File: config.mk
export PLATFORM = sky130hd
export DESIGN_NAME = ifu_fetch
export DESIGN_NICKNAME = d
export VERILOG_FILES = /design/src/rtl/ifu_fetch.sv
export SDC_FILE = /design/constraint.sdc
export NUM_CORES = 1
export LEC_CHECK = 0
export BUFFER_PORTS_ARGS = -buffer_cell sky130_fd_sc_hd__clkbuf_2
export CAP_MARGIN = 5
export CORE_MARGIN = 10
export CORE_UTILIZATION = 53
export CTS_CLUSTER_SIZE = 28
export DETAILED_ROUTE_END_ITERATION = 10
export PLACE_DENSITY = 0.85
export SYNTH_ARGS = -nofsm -noshare
export SYNTH_HDL_FRONTEND = slang
export SYNTH_SLANG_ARGS = --single-unit
File: constraint.sdc
create_clock -name clk -period 5.9 [get_ports clk]
set_input_delay 0.59 -clock clk [delete_from_list [all_inputs] [get_ports clk]]
set_output_delay 0.59 -clock clk [all_outputs]
set_load 0.005 [all_outputs]
File: src/rtl/ifu_fetch.sv
// ifu_fetch: single-outstanding instruction fetch unit.
// Fetches one word at pc, holds it for decode, then advances pc by 4,
// takes a redirect, or stops on halt/fault. A fault flag is sticky until reset.
// Optional macro IFU_PERF_EN adds fetch and stall performance counters.
module ifu_fetch #(
    parameter logic [31:0] RESET_PC = 32'h8000_0000
) (
    input  logic        clk,
    input  logic        rst_n,
    output logic        mem_req_valid,
    input  logic        mem_req_ready,
    output logic [31:0] mem_req_addr,
    input  logic        mem_rsp_valid,
    input  logic [31:0] mem_rsp_data,
    input  logic        mem_rsp_err,
    output logic        inst_valid,
    input  logic        inst_ready,
    output logic [31:0] inst,
    output logic [31:0] inst_pc,
    input  logic        redirect_valid,
    input  logic [31:0] redirect_pc,
    input  logic        halt,
`ifdef IFU_PERF_EN
    output logic [31:0] perf_fetch_cnt,
    output logic [31:0] perf_stall_cnt,
`endif
    output logic        fetch_err
);

    localparam int unsigned XLEN = 32;
    localparam logic [XLEN-1:0] NOP_INST = 32'h0000_0013;
    localparam logic [XLEN-1:0] PC_STEP  = 32'd4;

    typedef enum logic [1:0] {
        S_REQ  = 2'd0,
        S_WAIT = 2'd1,
        S_HOLD = 2'd2,
        S_STOP = 2'd3
    } state_e;

    state_e          state_q, state_d;
    logic [XLEN-1:0] pc_q, pc_d;
    logic [XLEN-1:0] inst_q, inst_d;
    logic [XLEN-1:0] inst_pc_q, inst_pc_d;
    logic            err_q, err_d;
    logic            run_q;

    // Handshake and decision qualifiers shared by the FSM and datapath
    logic req_fire, rsp_ok, rsp_bad, adv, adv_halt, adv_redir, redir_bad;
    assign req_fire  = (state_q == S_REQ) && run_q && mem_req_ready;
    assign rsp_ok    = (state_q == S_WAIT) && mem_rsp_valid && !mem_rsp_err;
    assign rsp_bad   = (state_q == S_WAIT) && mem_rsp_valid && mem_rsp_err;
    assign adv       = (state_q == S_HOLD) && inst_ready;
    assign adv_halt  = adv && halt;
    assign adv_redir = adv && !halt && redirect_valid;
    assign redir_bad = adv_redir && (redirect_pc[1:0] != 2'b00);

    // State register; run_q keeps the request low until reset is seen released
    always_ff @(posedge clk) begin
        if (!rst_n) begin
            state_q <= S_REQ;
            run_q   <= 1'b0;
        end else begin
            state_q <= state_d;
            run_q   <= 1'b1;
        end
    end

    // Next-state logic
    always_comb begin
        state_d = state_q;
        case (state_q)
            S_REQ:  if (req_fire) state_d = S_WAIT;
            S_WAIT: begin
                if (rsp_ok)       state_d = S_HOLD;
                else if (rsp_bad) state_d = S_STOP;
            end
            S_HOLD: begin
                if (adv_halt || redir_bad) state_d = S_STOP;
                else if (adv)              state_d = S_REQ;
            end
            default: state_d = S_STOP;
        endcase
    end

    // Output decode from the current state
    always_comb begin
        mem_req_valid = 1'b0;
        inst_valid    = 1'b0;
        case (state_q)
            S_REQ:   mem_req_valid = run_q;
            S_HOLD:  inst_valid    = 1'b1;
            default: ;
        endcase
    end

    // Datapath next values: capture on good response, pc update on advance
    always_comb begin
        pc_d      = pc_q;
        inst_d    = inst_q;
        inst_pc_d = inst_pc_q;
        err_d     = err_q;
        if (rsp_ok) begin
            inst_d    = mem_rsp_data;
            inst_pc_d = pc_q;
        end
        if (rsp_bad || redir_bad) begin
            err_d = 1'b1;
        end
        if (adv && !adv_halt) begin
            if (adv_redir) begin
                if (!redir_bad) pc_d = redirect_pc;
            end else begin
                pc_d = pc_q + PC_STEP;
            end
        end
    end

    // Datapath registers
    always_ff @(posedge clk) begin
        if (!rst_n) begin
            pc_q      <= RESET_PC;
            inst_q    <= NOP_INST;
            inst_pc_q <= RESET_PC;
            err_q     <= 1'b0;
        end else begin
            pc_q      <= pc_d;
            inst_q    <= inst_d;
            inst_pc_q <= inst_pc_d;
            err_q     <= err_d;
        end
    end

    assign mem_req_addr = pc_q;
    assign inst         = inst_q;
    assign inst_pc      = inst_pc_q;
    assign fetch_err    = err_q;

`ifdef IFU_PERF_EN
    logic [XLEN-1:0] fetch_cnt_q, stall_cnt_q;
    logic            stall_c;
    assign stall_c = (mem_req_valid && !mem_req_ready) || (state_q == S_WAIT);

    // Performance counters: decode handshakes and memory stall cycles
    always_ff @(posedge clk) begin
        if (!rst_n) begin
            fetch_cnt_q <= '0;
            stall_cnt_q <= '0;
        end else begin
            if (adv)     fetch_cnt_q <= fetch_cnt_q + XLEN'(1);
            if (stall_c) stall_cnt_q <= stall_cnt_q + XLEN'(1);
        end
    end

    assign perf_fetch_cnt = fetch_cnt_q;
    assign perf_stall_cnt = stall_cnt_q;
`else
    // No performance counters in this build
`endif

endmodule

== After elaboration in Yosys (flattened, before gate mapping) ==
Index checks and enable logic that the tools add are counted.

* Register bits: 100
* Input port bits: 72
* Output and inout port bits: 99
* Word-level logic and storage cells: 44

* Add/subtract/negate cells: 1
* Equality and inequality tests: 6
* Muxes and demuxes: 11
* Reductions and logical operators: 20

{| class="wikitable"
|+ Operators with widths
! kind !! number
|-
| $mux 32 || 2
|-
| $add 32x3->32 const B || 1
|-
| $logic_and 1x1->1 || 11
|-
| $mux 2 || 5
|-
| $pmux 2 s3 || 1
|-
| $ne 2x2->1 const B || 2
|-
| $logic_not 1->1 || 3
|-
| $mux 1 || 3
|-
| $ne 3x2->1 const B || 1
|-
| $ne 3x3->1 const B || 1
|-
| $reduce_and 3->1 || 1
|-
| $eq 2x1->1 const B || 1
|-
| $eq 2x2->1 const B || 1
|-
| $logic_not 2->1 || 1
|-
| $logic_or 1x1->1 || 2
|-
| $reduce_and 2->1 || 1
|-
| $reduce_bool 2->1 || 1
|}

== Depth between registers and ports, before layout ==
* Depth after elaboration: 8
* Depth in mapped cells: 8
* Mapped depth without buffers: 5

== Worst setup path after synthesis ==
OpenSTA, ideal clock, no wires.

* Kind: flip-flop to flip-flop
* Start point: register pc_q[2], in the netlist mem_req_addr[2]
* End point: register pc_q[22], in the netlist mem_req_addr[22]
* Setup time: 0.095 ns
* Data arrival time: 2.017 ns
* Data required time: 5.805 ns
* Setup slack: 3.787 ns
* Cell stages (with the launch flop): 7
* Path buffers: 1
* Clock period less this slack: 2.113 ns
* Cells stage by stage: dfxtp_1 -> ha_1 -> nand3_2 -> or4_1 -> buf_2 -> or3_1 -> o311ai_1

* Cells in the longest elaborated chain, start to end: 2

{| class="wikitable"
|+ Ends and longest elaborated chain
! what !! RTL line !! text
|-
| start: declaration || 42 || <nowiki>logic [XLEN-1:0] pc_q, pc_d;</nowiki>
|-
| start signal: assignment || 127 || <nowiki>pc_q <= pc_d;</nowiki>
|-
| $add 32x3->32 || 114 || <nowiki>pc_d = pc_q + PC_STEP;</nowiki>
|-
| $mux 32 || 111 || <nowiki>if (adv_redir) begin</nowiki>
|}

Every way passes these cells.
A chain may end at the register's enable or synchronous reset.

== Worst setup path in the final report ==
* Start point: input port redirect_valid
* End point: register pc_q[19], in the netlist mem_req_addr[19]

* Cells in the longest elaborated chain, start to end: 4
* Elaborated cells between the ends (all ways): 5
* Those cells by class: 1 x eq/ne; 1 x mux; 3 x reduce/logical

{| class="wikitable"
|+ Ends and longest elaborated chain
! what !! RTL line !! text
|-
| start: declaration || 20 || <nowiki>input logic redirect_valid,</nowiki>
|-
| $logic_and 1x1->1 * || 55 || <nowiki>assign adv_redir = adv && !halt && redirect_valid;</nowiki>
|-
| $logic_and 1x1->1 || 56 || <nowiki>assign redir_bad = adv_redir && (redirect_pc[1:0] != 2'b00);</nowiki>
|-
| $ne 2x2->1 (no source line) || -- ||
|-
| $reduce_and 2->1 (no source line) || -- ||
|}

Every way passes the cells marked *; elsewhere a longest branch is shown, timed or not.

==> results <==
- The run finished with clean final reports.
- The total wire length is roughly 15000 um.
- The number of buffers created by CTS is 9.
- The last weighted congestion value of the routability-driven placer is ~0.95.
- The multi-input combinational cells in the finished layout cover a total of about 2400 um^2.
- The library cell with the largest summed area after synthesis is dfxtp_1.
- The count of flip-flops with a built-in enable after synthesis is 0.
- Entering global routing, the biggest net connects 66 pins.
- Once the floorplan was initialized, standard cells occupied 54.8% of the core.
- The register cell area after layout is between 2000 and 2500 um^2.
- The count of buffers from port buffering is between 150 and 200.
- Timing analysis after detailed placement gives a worst setup slack of about 3000 ps.
- The biggest cell delay along the critical path is around 890 ps.
- The cell leakage power is 0.00221 uW.
- The top cell type by area accounts for ~44% of the synthesized area.
- The share of power burned in registers is between 50 and 60%.
- Hold timing on the final database bottoms out at a slack of between 400 and 500 ps.
- In the final layout, the share of cells above drive strength 1 is between 20% and 30%.
- Synthesis inferred 100 register bits.
- For this run, the detailed router's first-pass iteration total came to 5.
- The final-stage net count is between 700 and 800.
- The area after detailed placement is approximately 5400 um^2.
- The buffer levels on the longest clock path is 2.
- The most numerous cell in the Yosys netlist is nand2_1.
- The synthesis-to-finish area growth is 24.1%.
- The residual antenna-violating net count after detailed routing is 0.
- The cell area power density is ~230 nW/um^2.
- The initial antenna violation count was 0.
- In the routed design, unresolved DRC markers number 0.
- The worst-case vdd ir drop is 0.000131 V.
- The fraction of power spent switching nets is a little over a quarter.
- Hold repair after CTS inserted 0 buffers.
- STA classifies the critical path startpoint as an input port.
- Along the worst path, the maximum fanout reaches 27.
- Walking the worst path, the cells encountered are clkbuf_2 > inv_1 > o21ai_1 > mux2i_1 > o311a_1.
- Internal power comes to between 900 and 1000 uW.
- The switching power is 355 uW.
- The clock network fraction of design power is 36.5%.
- Across the run, the number of max-cap violations was 0.
- The kind of capture point of the worst setup path is a register.
- Data arrives at the worst endpoint at roughly 2900 ps.
- The total count of max-transition violations in the final report is 0.
- During I/O placement, the number of pins put on the boundary was 171.
- The clock arrives with between 10 and 15 ps of skew.
- The sequential cell area fraction in the yosys report is 44.2%.
- The worst setup margin is approximately 3300 ps.
- The transition time at the pin with the least slew margin is ~1100 ps.
- Ranked by instance count, the synthesized netlist is headed by nand2_1 (144), dfxtp_1 (100), a21oi_1 (87).
- The CTS tree is yes.
- The root cell of the clock tree is clkbuf_8.
- The dominant synthesized flop cell is dfxtp_1.
- Setup repair after global routing left no endpoint under its margin.
- The type of the worst min-delay path is input port to register.
- The area enclosed by the die boundary is about 13000 um^2.
- The share of total power in combinational logic is between 8 and 9%.
- After clock tree synthesis, the repair step resized 0 gates.
- The count of vias placed by the detailed router is roughly 5100.
- The number of buffers added for setup after CTS is 0.
- The synthesized netlist occupies a cell area of between 4000 and 5000 um^2.
- After legalization and detailed placement, the total HPWL measured 10900 um.
- The highest clock frequency the design can meet is approximately 380 MHz.
- The number of global-route vias before repair came to around 4800.
- The clock edge transition at the registers on the reported setup and hold paths is around 110 ps.
- After layout, the minimum clock period comes to 2600 ps.
- In this run the tightest slew margin relative to its limit is between 20% and 30%.
- The finished cells cover 5620 um^2.
- Dividing the final minimum period by the clock period gives between 40% and 50%.
- The Yosys step of the flow raised 0 warnings.
- The net count after synthesis is approximately 650.
- Measured along the y axis, the die boundary spans ~110 um.
- The CTS sink count is 100.
- The final-report hold violation count came to 0.
- The antenna diode instance count is 0.
- Counting the fill cells in the layout gives 733.
- Setup violations remaining at the end of the flow were counted as 0.
- The share of synthesized registers carrying an async set or reset is 0%.
- For this run the aggregate overflow at the end of global routing stands at 0.
- The cell count after synthesis came out at 580.
- Setup total negative slack on the finished layout was measured at 0 ps.
- The detailed-route vias per instance is roughly 6.1.
- The average instance in the mapped netlist occupies between 7 and 8 um^2.
- The initial detailed-routing violation count is 534.
- The largest individual stage delay along the critical path comes from the cell o21ai_1.
- The first global-routing pass estimated 24500 um of wire.
- Yosys attributes the largest share of cell area to dfxtp_1 (44%), nand2_1 (12%), a21oi_1 (9.6%).
- Yosys mapped the design onto 57 distinct sky130hd cell types.
- The worst setup path is of the input port to register kind.
- CTS built an H-tree with a depth of 3.
- The number of placement rows is 33.
- The area of the placeable core is 8260 um^2.
- Across every metal layer, demand over resource in global routing totals approximately 23%.
- The clock reaches the later pin of the worst-skew pair after 380 ps.
- The worst path required time is between 6000 and 7000 ps.
- The overall die width is ~110 um.
- The post-detailed-route wirelength per cell is ~18 um.
-- cell type report --
| type | instances | share of cell area (%) |
|---|---|---|
| tap | 105 | 2.34 |
| sequential | 100 | 35.6 |
| clock buffer | 9 | 2.20 |
| timing repair buffer | 175 | 15.8 |
| clock inverter | 7 | 1.69 |
| multi-input combinational | 429 | 41.8 |
| inverter | 8 | 0.534 |
-- state kept, by name (all words and copies together) (netlist names) --
register	count
inst_pc	32
inst	32
fetch_err	1
state_q	2
mem_req_addr	32
run_q	1
-- power groups by stage --
stage               Clock (uW)  Sequential (uW)  Combinational, uW
global placement             0              724                111
floorplan                    0              721               57.3
finish                     476              711                115
CTS                        482              710                115
global route               511              714                127
detailed placement           0              726                114
-- placed cells by master, fill, tap and decap left out, drive strengths merged, types with 3 or more instances in the layout --
| cell type | n |
|---|---|
| nor2 | 9 |
| nor4 | 10 |
| inv | 11 |
| o211a | 3 |
| or3 | 3 |
| a211oi | 7 |
| dfxtp | 100 |
| o21ai | 20 |
| o22ai | 5 |
| and2 | 4 |
| nor3 | 5 |
| o21a | 3 |
| nor3b | 4 |
| a31oi | 3 |
| nand2 | 144 |
| nand3b | 3 |
| or4 | 11 |
| a2111oi | 3 |
| o31ai | 4 |
| a21o | 3 |
| a22oi | 8 |
| buf | 5 |
| a221oi | 3 |
| o311ai | 3 |
| nand3 | 22 |
| nand4 | 8 |
| o211ai | 20 |
| a21oi | 87 |
| and3 | 7 |
| clkbuf | 179 |
-- metal layers --
| metal | track usage, % | up-vias | wire length [um] |
|---|---|---|---|
| met5 | 0 | - | 0 |
| met4 | 7.70 | 0 | 267 |
| met3 | 5.48 | 25 | 1600 |
| met2 | 36.5 | 304 | 7200 |
| met1 | 29.5 | 2328 | 6280 |
| li1 | - | 2394 | - |
-- metrics by stage --
step	utilization [%]	std cells	power [uW]
final	68.1	833	1300
after global routing	68.1	833	1350
after global placement	65.4	817	835
after CTS	68.1	833	1310
after detailed placement	65.4	817	840
after floorplan	-	580	778
-- final timing paths --
check / from / end / slack [ps] / cells past startpoint
setup / recovery: redirect_valid / mem_req_addr[19] / 3300 / 5
hold reg to reg: inst[19] / inst[19] / 460 / 2
setup reg to reg: mem_req_addr[2] / mem_req_addr[22] / 3390 / 5
hold / removal: mem_rsp_data[4] / inst[4] / 410 / 3
-- cells by family after synthesis --
kind of cell               Yosys count  share of synthesized area (%)
DFF                                100                           44.2
and+or+nand+nor                    240                           25.2
buffers and inverters               51                           4.34
adders and majority gates            1                          0.276
AOI/OAI and AO/OA                  186                           25.6
muxes                                2                          0.442
-- critical path, delay by kind of cell --
| kind | cells | cell delay, ps |
|---|---|---|
| buf+inv | 2 | 830 |
| compound gates | 2 | 1260 |
| mux | 1 | 190 |
(Power assumes the default switching activity.)
